File: src/rtl/axis_skid_fifo.sv
// DEPTH-entry AXI-Stream elastic buffer with first-word fall-through, TLAST passthrough,
// occupancy/almost-full reporting and synchronous flush. Handshake outputs decode registered count.
module axis_skid_fifo #(
  parameter int unsigned DATA_WIDTH   = 8,
  parameter int unsigned DEPTH        = 4,
  parameter bit          OPT_LOWPOWER = 1'b1,
  parameter int unsigned AF_THRESH    = 3
) (
  input  logic                       clk,
  input  logic                       reset,
  input  logic                       flush,
  input  logic                       s_axis_valid,
  input  logic [DATA_WIDTH-1:0]      s_axis_data,
  input  logic                       s_axis_last,
  output logic                       s_axis_ready,
  output logic [DATA_WIDTH-1:0]      m_axis_data,
  output logic                       m_axis_last,
  output logic                       m_axis_valid,
  input  logic                       m_axis_ready,
  output logic [$clog2(DEPTH+1)-1:0] level,
  output logic                       almost_full
);

  localparam int unsigned PtrW = $clog2(DEPTH);
  localparam int unsigned LvlW = $clog2(DEPTH + 1);

  logic [PtrW-1:0]     wr_ptr_q, wr_ptr_d;
  logic [PtrW-1:0]     rd_ptr_q, rd_ptr_d;
  logic [LvlW-1:0]     count_q, count_d;
  logic [DATA_WIDTH:0] mem_q [DEPTH];
  logic [DATA_WIDTH:0] rd_word;
  logic                push, pop;

  // Ready/valid come only from registered count, so m_axis_ready never reaches s_axis_ready.
  assign s_axis_ready = (count_q != LvlW'(DEPTH));
  assign m_axis_valid = (count_q != '0);
  assign level        = count_q;
  assign almost_full  = (count_q >= LvlW'(AF_THRESH));

  assign push = s_axis_valid & s_axis_ready;
  assign pop  = m_axis_valid & m_axis_ready;

  always_comb begin
    wr_ptr_d = wr_ptr_q;
    rd_ptr_d = rd_ptr_q;
    count_d  = count_q;
    if (flush) begin
      // Flush discards any handshake that coincides with it.
      wr_ptr_d = '0;
      rd_ptr_d = '0;
      count_d  = '0;
    end else begin
      if (push) wr_ptr_d = wr_ptr_q + PtrW'(1);
      if (pop)  rd_ptr_d = rd_ptr_q + PtrW'(1);
      case ({push, pop})
        2'b10:   count_d = count_q + LvlW'(1);
        2'b01:   count_d = count_q - LvlW'(1);
        default: count_d = count_q;
      endcase
    end
  end

  always_ff @(posedge clk or posedge reset) begin
    if (reset) begin
      wr_ptr_q <= '0;
      rd_ptr_q <= '0;
      count_q  <= '0;
    end else begin
      wr_ptr_q <= wr_ptr_d;
      rd_ptr_q <= rd_ptr_d;
      count_q  <= count_d;
    end
  end

  // Storage is deliberately left unreset.
  always_ff @(posedge clk) begin
    if (push && !flush) mem_q[wr_ptr_q] <= {s_axis_last, s_axis_data};
  end

  always_comb begin
    rd_word = mem_q[rd_ptr_q];
    if (OPT_LOWPOWER && !m_axis_valid) rd_word = '0;
  end

  assign m_axis_last = rd_word[DATA_WIDTH];
  assign m_axis_data = rd_word[DATA_WIDTH-1:0];

endmodule

File: config.mk
export PLATFORM = sky130hd
export DESIGN_NAME = axis_skid_fifo
export DESIGN_NICKNAME = d
export VERILOG_FILES = /design/src/rtl/axis_skid_fifo.sv
export SDC_FILE = /design/constraint.sdc
export NUM_CORES = 1
export LEC_CHECK = 0
export CAP_MARGIN = 10
export CORE_MARGIN = 1
export CORE_UTILIZATION = 63
export CTS_CLUSTER_DIAMETER = 50
export DETAILED_ROUTE_END_ITERATION = 7
export DONT_BUFFER_PORTS = 1
export GPL_ROUTABILITY_DRIVEN = 0
export PLACE_DENSITY_LB_ADDON = 0.1
export REMOVE_ABC_BUFFERS = 1
export SYNTH_ARGS = -nofsm -noshare
export SYNTH_HDL_FRONTEND = slang
export SYNTH_SLANG_ARGS = --single-unit
File: constraint.sdc
create_clock -name clk -period 3.8 [get_ports clk]
set_input_delay 0.57 -clock clk [delete_from_list [all_inputs] [get_ports clk]]
set_output_delay 0.57 -clock clk [all_outputs]
set_load 0.05 [all_outputs]
==> summary.md, run 1 <==
| Metric | Value |
|---|---|
| Status | `finished, violations left` |
| Violated checks | `design-rule violations` |
| Flop pwr share | `approximately 57%` |
| Dominant cell type by area after synthesis | `edfxtp_1` |
| Clock power share | `approximately a fifth` |
| Die area | `around 3300 µm²` |
| Multi-input gate area | `~600 µm²` |
| Avg Cell Area, Syn | `15.4 µm²` |
| Slew Limit Fails | `0` |
| Power share of the combinational group | `between 20% and 30%` |
| Largest net degree at the start of global routing | `14` |
| Tightest Hold Check Type | `primary input to async pin` |
| Unrepaired setup endpoints after global routing | `false` |
| PwrDens | `around 520 nW/µm²` |
| Post-synth EDFFs | `36` |
| Post-synth top area share | `56.4%` |
| Area of the core | `~2800 µm²` |
| Global-route wire length before repair | `4.82 mm` |
| Num ports | `29` |
| Skew final | `between 7 and 8 ps` |
| Mapped Cells | `roughly 120` |
| CP Max Fanout | `12` |
| Clock Path Buffers | `2` |
| Ys Warns | `0` |
| Final wirelength | `between 2 and 3 mm` |
| Leak | `approximately 0.7 nW` |
| Worst setup EP type | `output port` |
| First-pass iteration count of the detailed router | `8` |
| Ys flop type | `edfxtp_1` |
| Root buffer cell | `clkbuf_4` |
| Routed WL per cell | `19.2 µm` |
| Setup Fix Bufs, Post-CTS | `0` |
| MaxCap Viol Count | `0` |
| Cts hold-fix bufs | `0` |
| Area delta synth->final | `2.68%` |
| Peak VDD IR | `0.287 mV` |
| Number of distinct library cells after synthesis | `29` |
| Total grt overflow | `0` |
| Yosys reg bits | `43` |
| Drt drc | `6` |
| Worst setup path category | `register to output port` |
| Commonest cells post-synth | `36 x edfxtp_1, 13 x and2_1, 9 x mux4_2, 8 x nor2_1, 7 x dfrtp_1` |
| F_max | `372 MHz` |
| Relative slew slack | `51.9%` |
| Synth async-reset ratio | `between 15 and 20%` |
| Routed via count | `~990` |
| Synthesized area | `1920 µm²` |
| Ant diodes | `0` |
| Clock buffer count from CTS | `5` |
| Post-Route Setup TNS | `0 ps` |
| Initial DRC Count | `69` |
| Initial antenna violation count | `0` |
| Die Ht | `roughly 57 µm` |
| Sw Share | `roughly a third` |
| CTS-repair resized insts | `0` |
| Placed wire-length estimate | `between 1.5 and 2 mm` |
| Fraction of layout cells with a size suffix above 1 | `15.2%` |
| Critical Path AT | `around 2100 ps` |
| Post-layout minimum cycle time | `between 2000 and 3000 ps` |
| Final hold slack | `between 40 and 50 ps` |
| Gr usage total | `about a fifth` |
| Clock sink total | `43` |
| Worst-Skew Late Latency | `about 350 ps` |
| Vias in the first global route | `between 900 and 1,000` |
| DR vias/cell | `around 6.4` |
| Fin. Hold Viols | `0` |
| IO buf count | `0` |
| CTS H-tree depth | `2` |
| Final period util | `between 70% and 80%` |
| Count leader, synth | `edfxtp_1` |
| Clk slew on worst S/H paths | `110 ps` |
| Initial Util | `between 60% and 70%` |
| # setup viols final | `0` |
| Final ANT Viol Nets | `0` |
| CTS tree | `built` |
| Sequential cell area fraction in the yosys report | `about two thirds` |
| Rows | `19` |
| Layout net count | `between 100 and 150` |
| Die span in x | `57.1 µm` |
| Internal power | `around 0.0007 W` |
| NetSw | `approximately 0.00034 W` |
| Crit path required time | `roughly 3200 ps` |
| Top post-synthesis cells by area | `edfxtp_1 56%, mux4_2 11%, dfrtp_1 9.1%` |
| Reg area | `roughly 1300 µm²` |
| CP Launch Type | `register` |
| Worst-margin pin slew | `around 720 ps` |
| # fillers | `between 150 and 200` |
flip-flops by register name, indices dropped and copies added, names as in the netlist:
name and count:
mem_q 36, rd_ptr_q 2, wr_ptr_q 2, level 3
path summary, 6_finish.rpt:
check / from / end / slack [ps] / depth (start not counted)
hold reg to reg: wr_ptr_q[1] / wr_ptr_q[1] / 600 / 2
max in group asynchronous: reset / wr_ptr_q[0] / 3520 / 1
min in group clk: flush / level[0] / 270 / 1
hold / removal: reset / wr_ptr_q[1] / 40 / 1
setup / recovery: level[0] / m_axis_data[0] / 1110 / 3
setup reg to reg: level[0] / level[1] / 1260 / 8
layer usage:
metal / up-vias / routed length (µm) / global-route usage (%)
met1: 483 / 1180 / 25.9
met3: 5 / 201 / 6.12
met5: - / 0 / 0
li1: 463 / - / -
met4: 0 / 43 / 12.5
met2: 41 / 1570 / 34.5
kinds of logic (layout without fill, tap and decap cells):
family,Yosys count,in the layout,share of synthesized area (%)
buf+inv,11,12,2.94
mux,9,9,10.6
simple gates,40,40,11.4
compound gates,12,12,4.05
flops,43,43,65.6
xor+xnor,4,4,1.83
fa+ha+maj,5,5,3.66
final cells by class:
cell class / instances / share of cell area [%]
timing repair buffer: 1 / 0.382
inverter: 3 / 0.573
clock inverter: 1 / 0.254
sequential: 43 / 63.9
multi-input combinational: 70 / 30.7
clock buffer: 7 / 2.29
tap: 31 / 1.97
per-stage QoR:
step,power (W),util [%],area (µm²),cells,worst slack [ps]
5_1_grt,0.00106,69.5,1970,156,992
3_3_place_gp,0.000819,67.8,1920,148,1340
3_5_place_dp,0.000825,67.8,1920,148,1260
6_report,0.00102,69.5,1970,156,1110
4_1_cts,0.00103,69.5,1970,156,1070
2_1_floorplan,0.000789,-,1870,116,1220
worst max-delay path, cell delays in order, from the launching register on:
cell and delay [ps]:
dfrtp_1 830, or3_1 200, buf_4 250, and2_1 490
placed cells by master (no fill, tap or decap), drive strengths merged, types with 3 or more instances in the layout:
cell	instances
nor2	8
dfrtp	7
nand3	4
inv	3
mux4	9
ha	4
clkbuf	7
and2	13
a21oi	4
nand2	6
edfxtp	36
power by group through the flow:
stage | logic [W] | clock network (W) | registers, W
2_1_floorplan | 0.000204 | 0 | 0.000585
3_3_place_gp | 0.000227 | 0 | 0.000591
5_1_grt | 0.000245 | 0.000232 | 0.000587
6_report | 0.000229 | 0.000210 | 0.000582
4_1_cts | 0.000232 | 0.000215 | 0.000583
3_5_place_dp | 0.000231 | 0 | 0.000594
(Power assumes the default switching activity.)
==> run 2: changes to the inputs <==
--- a/config.mk
+++ b/config.mk
@@ -5,9 +5,10 @@
 export SDC_FILE = /design/constraint.sdc
 export NUM_CORES = 1
 export LEC_CHECK = 0
+export ABC_AREA = 1
 export CAP_MARGIN = 10
 export CORE_MARGIN = 1
-export CORE_UTILIZATION = 63
+export CORE_UTILIZATION = 61
 export CTS_CLUSTER_DIAMETER = 50
 export DETAILED_ROUTE_END_ITERATION = 7
 export DONT_BUFFER_PORTS = 1
==> constraint.sdc (replaced) <==
create_clock -name clk -period 2.73 [get_ports clk]
set_input_delay 0.4095 -clock clk [delete_from_list [all_inputs] [get_ports clk]]
set_output_delay 0.4095 -clock clk [all_outputs]
set_load 0.05 [all_outputs]
==> summary.md, run 2 <==
| Metric | Value |
|---|---|
| # setup viols final | `0` |
| Die Ht | `58.1 µm` |
| Count leader, synth | `nor2_1` |
| Post-synth EDFFs | `36` |
| Ys Warns | `0` |
| Sw Share | `around 44%` |
| Status | `completed` |
| Placed wire-length estimate | `between 2 and 2.5 mm` |
| Synth async-reset ratio | `16.3%` |
| Power share of the combinational group | `between 40 and 50%` |
| Leak | `just under 0.9 nW` |
| MaxCap Viol Count | `0` |
| Simple-Gate Fraction of Synth Area | `between 10% and 20%` |
| Dominant cell type by area after synthesis | `edfxtp_1` |
| Largest Register | `mem_q` |
| Fin. Hold Viols | `0` |
| Metal3 WL | `between 200 and 250 µm` |
| Worst-Skew Late Latency | `360 ps` |
| Final ANT Viol Nets | `0` |
| # fillers | `210` |
| Worst setup EP type | `output port` |
| Synth Area in Compound Gates | `between 8 and 9%` |
| CTS-repair resized insts | `0` |
| Peak VDD IR | `0.746 mV` |
| Reg2Reg Setup Slack | `between 600 and 700 ps` |
| Synthesized area | `roughly 1900 µm²` |
| CP Launch Type | `register` |
| Clk slew on worst S/H paths | `around 130 ps` |
| Initial Util | `between 60% and 70%` |
| Number of flip-flops under the largest register name | `36` |
| Commonest cells post-synth | `46 x nor2_1, 36 x edfxtp_1, 20 x o21ai_0, 17 x nand2_1, 13 x inv_1` |
| Post-synth top area share | `between 50% and 60%` |
| Top post-synthesis cells by area | `edfxtp_1 56%, dfrtp_1 9.1%, nor2_1 9.0%` |
| Mapped Cells | `~180` |
| Clock buffer count from CTS | `5` |
| Die span in x | `roughly 58 µm` |
| Area of the core | `approximately 2900 µm²` |
| Die area | `about 3400 µm²` |
| Multi-input gate area | `around 570 µm²` |
| Post-Route Setup TNS | `0 ps` |
| Crit path required time | `2320 ps` |
| Largest net degree at the start of global routing | `21` |
| Routed WL per cell | `roughly 15 µm` |
| Routed wl met2 | `around 1.8 mm` |
| Area delta synth->final | `12.9%` |
| Slew Limit Fails | `0` |
| Fraction of layout cells with a size suffix above 1 | `roughly 17%` |
| Num ports | `29` |
| Commonest cells after routing, fill and taps aside | `46 x nor2_1, 36 x edfxtp_1, 20 x o21ai_0` |
| Largest family of logic cells by synthesized area | `simple AND/OR/NAND/NOR gates` |
| Global-route wire length before repair | `between 5 and 6 mm` |
| IO buf count | `0` |
| Initial DRC Count | `56` |
| Rows | `19` |
| Skew final | `approximately 8.5 ps` |
| Root buffer cell | `clkbuf_4` |
| Initial antenna violation count | `0` |
| Internal power | `between 0.001 and 0.0015 W` |
| Yosys reg bits | `between 40 and 50` |
| Final period util | `88.3%` |
| Gr usage total | `roughly a quarter` |
| Design Power | `0.00219 W` |
| Cell Chain, Critical Path | `clkinv_1 -> nor2_1 -> o21ai_0 -> a21oi_1 -> buf_4` |
| Core Util, Final | `between 70% and 80%` |
| Commonest non-fill, non-tap cell in the layout | `nor2_1` |
| Total grt overflow | `0` |
| DR vias/cell | `around 5.4` |
| Flop pwr share | `a little under two fifths` |
| Drt drc | `0` |
| Number of distinct library cells after synthesis | `22` |
| Clock sink total | `43` |
| CTS H-tree depth | `2` |
| Layout net count | `216` |
| Vias in the first global route | `1,237` |
| Ys flop type | `edfxtp_1` |
| CP Max Fanout | `11` |
| Post-synthesis xor/xnor area fraction | `0.457%` |
| Clock Path Buffers | `2` |
| Relative slew slack | `about two thirds` |
| Clock power share | `between 15 and 20%` |
| Max Used Layer | `met4` |
| NetSw | `between 0.0009 and 0.001 W` |
| Met1 WL | `~1.5 mm` |
| Proportion of synthesized area in mux cells | `0%` |
| Ant diodes | `0` |
| PwrDens | `just over 1000 nW/µm²` |
| Setup Fix Bufs, Post-CTS | `0` |
| Worst setup path category | `register to output port` |
| First-pass iteration count of the detailed router | `4` |
| Critical Path AT | `roughly 2000 ps` |
| Sequential cell area fraction in the yosys report | `65.5%` |
| CP max stage delay | `roughly 600 ps` |
| F_max | `approximately 410 MHz` |
| Reg area | `roughly 1300 µm²` |
| Final wirelength | `3.61 mm` |
| Tightest Hold Check Type | `primary input to register` |
| CTS tree | `built` |
| Post-layout minimum cycle time | `about 2400 ps` |
| Unrepaired setup endpoints after global routing | `false` |
| Routed via count | `between 1,000 and 1,500` |
| Worst-margin pin slew | `around 500 ps` |
| Post-Synth Adder-Cell Area | `approximately 3.7%` |
| Avg Cell Area, Syn | `around 11 µm²` |
| Slowest CP cell | `dfrtp_1` |
## run 2: cell count changes after synthesis, moves of 3 or more
| cell | change |
|---|---|
| inv_1 | +10 |
| a21oi_1 | +5 |
| nor2_1 | +38 |
| nand4_1 | +3 |
| o21ai_0 | +18 |
| and2_1 | -13 |
| mux4_2 | -9 |
| buf_2 | -6 |
| clkbuf_1 | +3 |
| nand2_4 | +3 |
| nand2_1 | +12 |
## run 2: cell families after synthesis
family / Yosys count
simple gates: 74
fa+ha+maj: 5
flops: 43
compound gates: 31
xor+xnor: 1
buf+inv: 22
## run 2: cell type report
| cell class | count | area share (%) |
|---|---|---|
| Sequential cell | 43 | 58.0 |
| Tap cell | 42 | 2.43 |
| Clock inverter | 3 | 1.79 |
| Multi-Input combinational cell | 111 | 26.4 |
| Clock buffer | 5 | 1.73 |
| Timing Repair Buffer | 19 | 6.70 |
| Inverter | 17 | 2.95 |
## run 2: path summary, 6_finish.rpt
kind,start,endpoint,cells after the start
worst min-delay path,flush,rd_ptr_q[1],1
worst max register to register,level[1],level[2],12
min in group asynchronous,reset,rd_ptr_q[1],2
worst max-delay path,rd_ptr_q[1],m_axis_data[1],5
max in group asynchronous,reset,rd_ptr_q[0],2
worst min register to register,wr_ptr_q[0],wr_ptr_q[0],1
## run 2: through the flow
| stage | setup WS [ps] | instances | area [µm²] | hold WS (ps) |
|---|---|---|---|---|
| after floorplan | 255 | 171 | 1890 | 213 |
| after global placement | 802 | 231 | 2080 | 260 |
| after detailed placement | 718 | 231 | 2080 | 270 |
| after CTS | 291 | 240 | 2170 | 78.0 |
| after global routing | 100 | 240 | 2170 | 68.6 |
| final | 319 | 240 | 2170 | 91.3 |
## run 2: power by group through the flow
stage | Clock (W) | Combinational (W) | Sequential (W)
after detailed placement | 0 | 0.000996 | 0.000825
after global placement | 0 | 0.000972 | 0.000819
final | 0.000387 | 0.000997 | 0.000810
after CTS | 0.000394 | 0.00100 | 0.000810
after global routing | 0.000419 | 0.00107 | 0.000816
after floorplan | 0 | 0.000655 | 0.000902
## run 2: per-layer routing
metal | vias up | track usage, %
met5 | - | 0
met4 | 0 | 11.2
met3 | 6 | 8.48
met2 | 38 | 39.1
met1 | 631 | 32.6
li1 | 627 | -
## run 2: repair_timing
item,CTS,global route
endpoints found under the setup margin,0,0
hold buffers,1,0
endpoints found under the hold margin,7,0
## run 2: worst max-delay path: cells and delay by family, from the launching register on
| family | cells | cell delay [ps] |
|---|---|---|
| AOI/OAI and AO/OA | 2 | 260 |
| DFF | 1 | 600 |
| and+or+nand+nor | 1 | 180 |
| buffers and inverters | 2 | 610 |
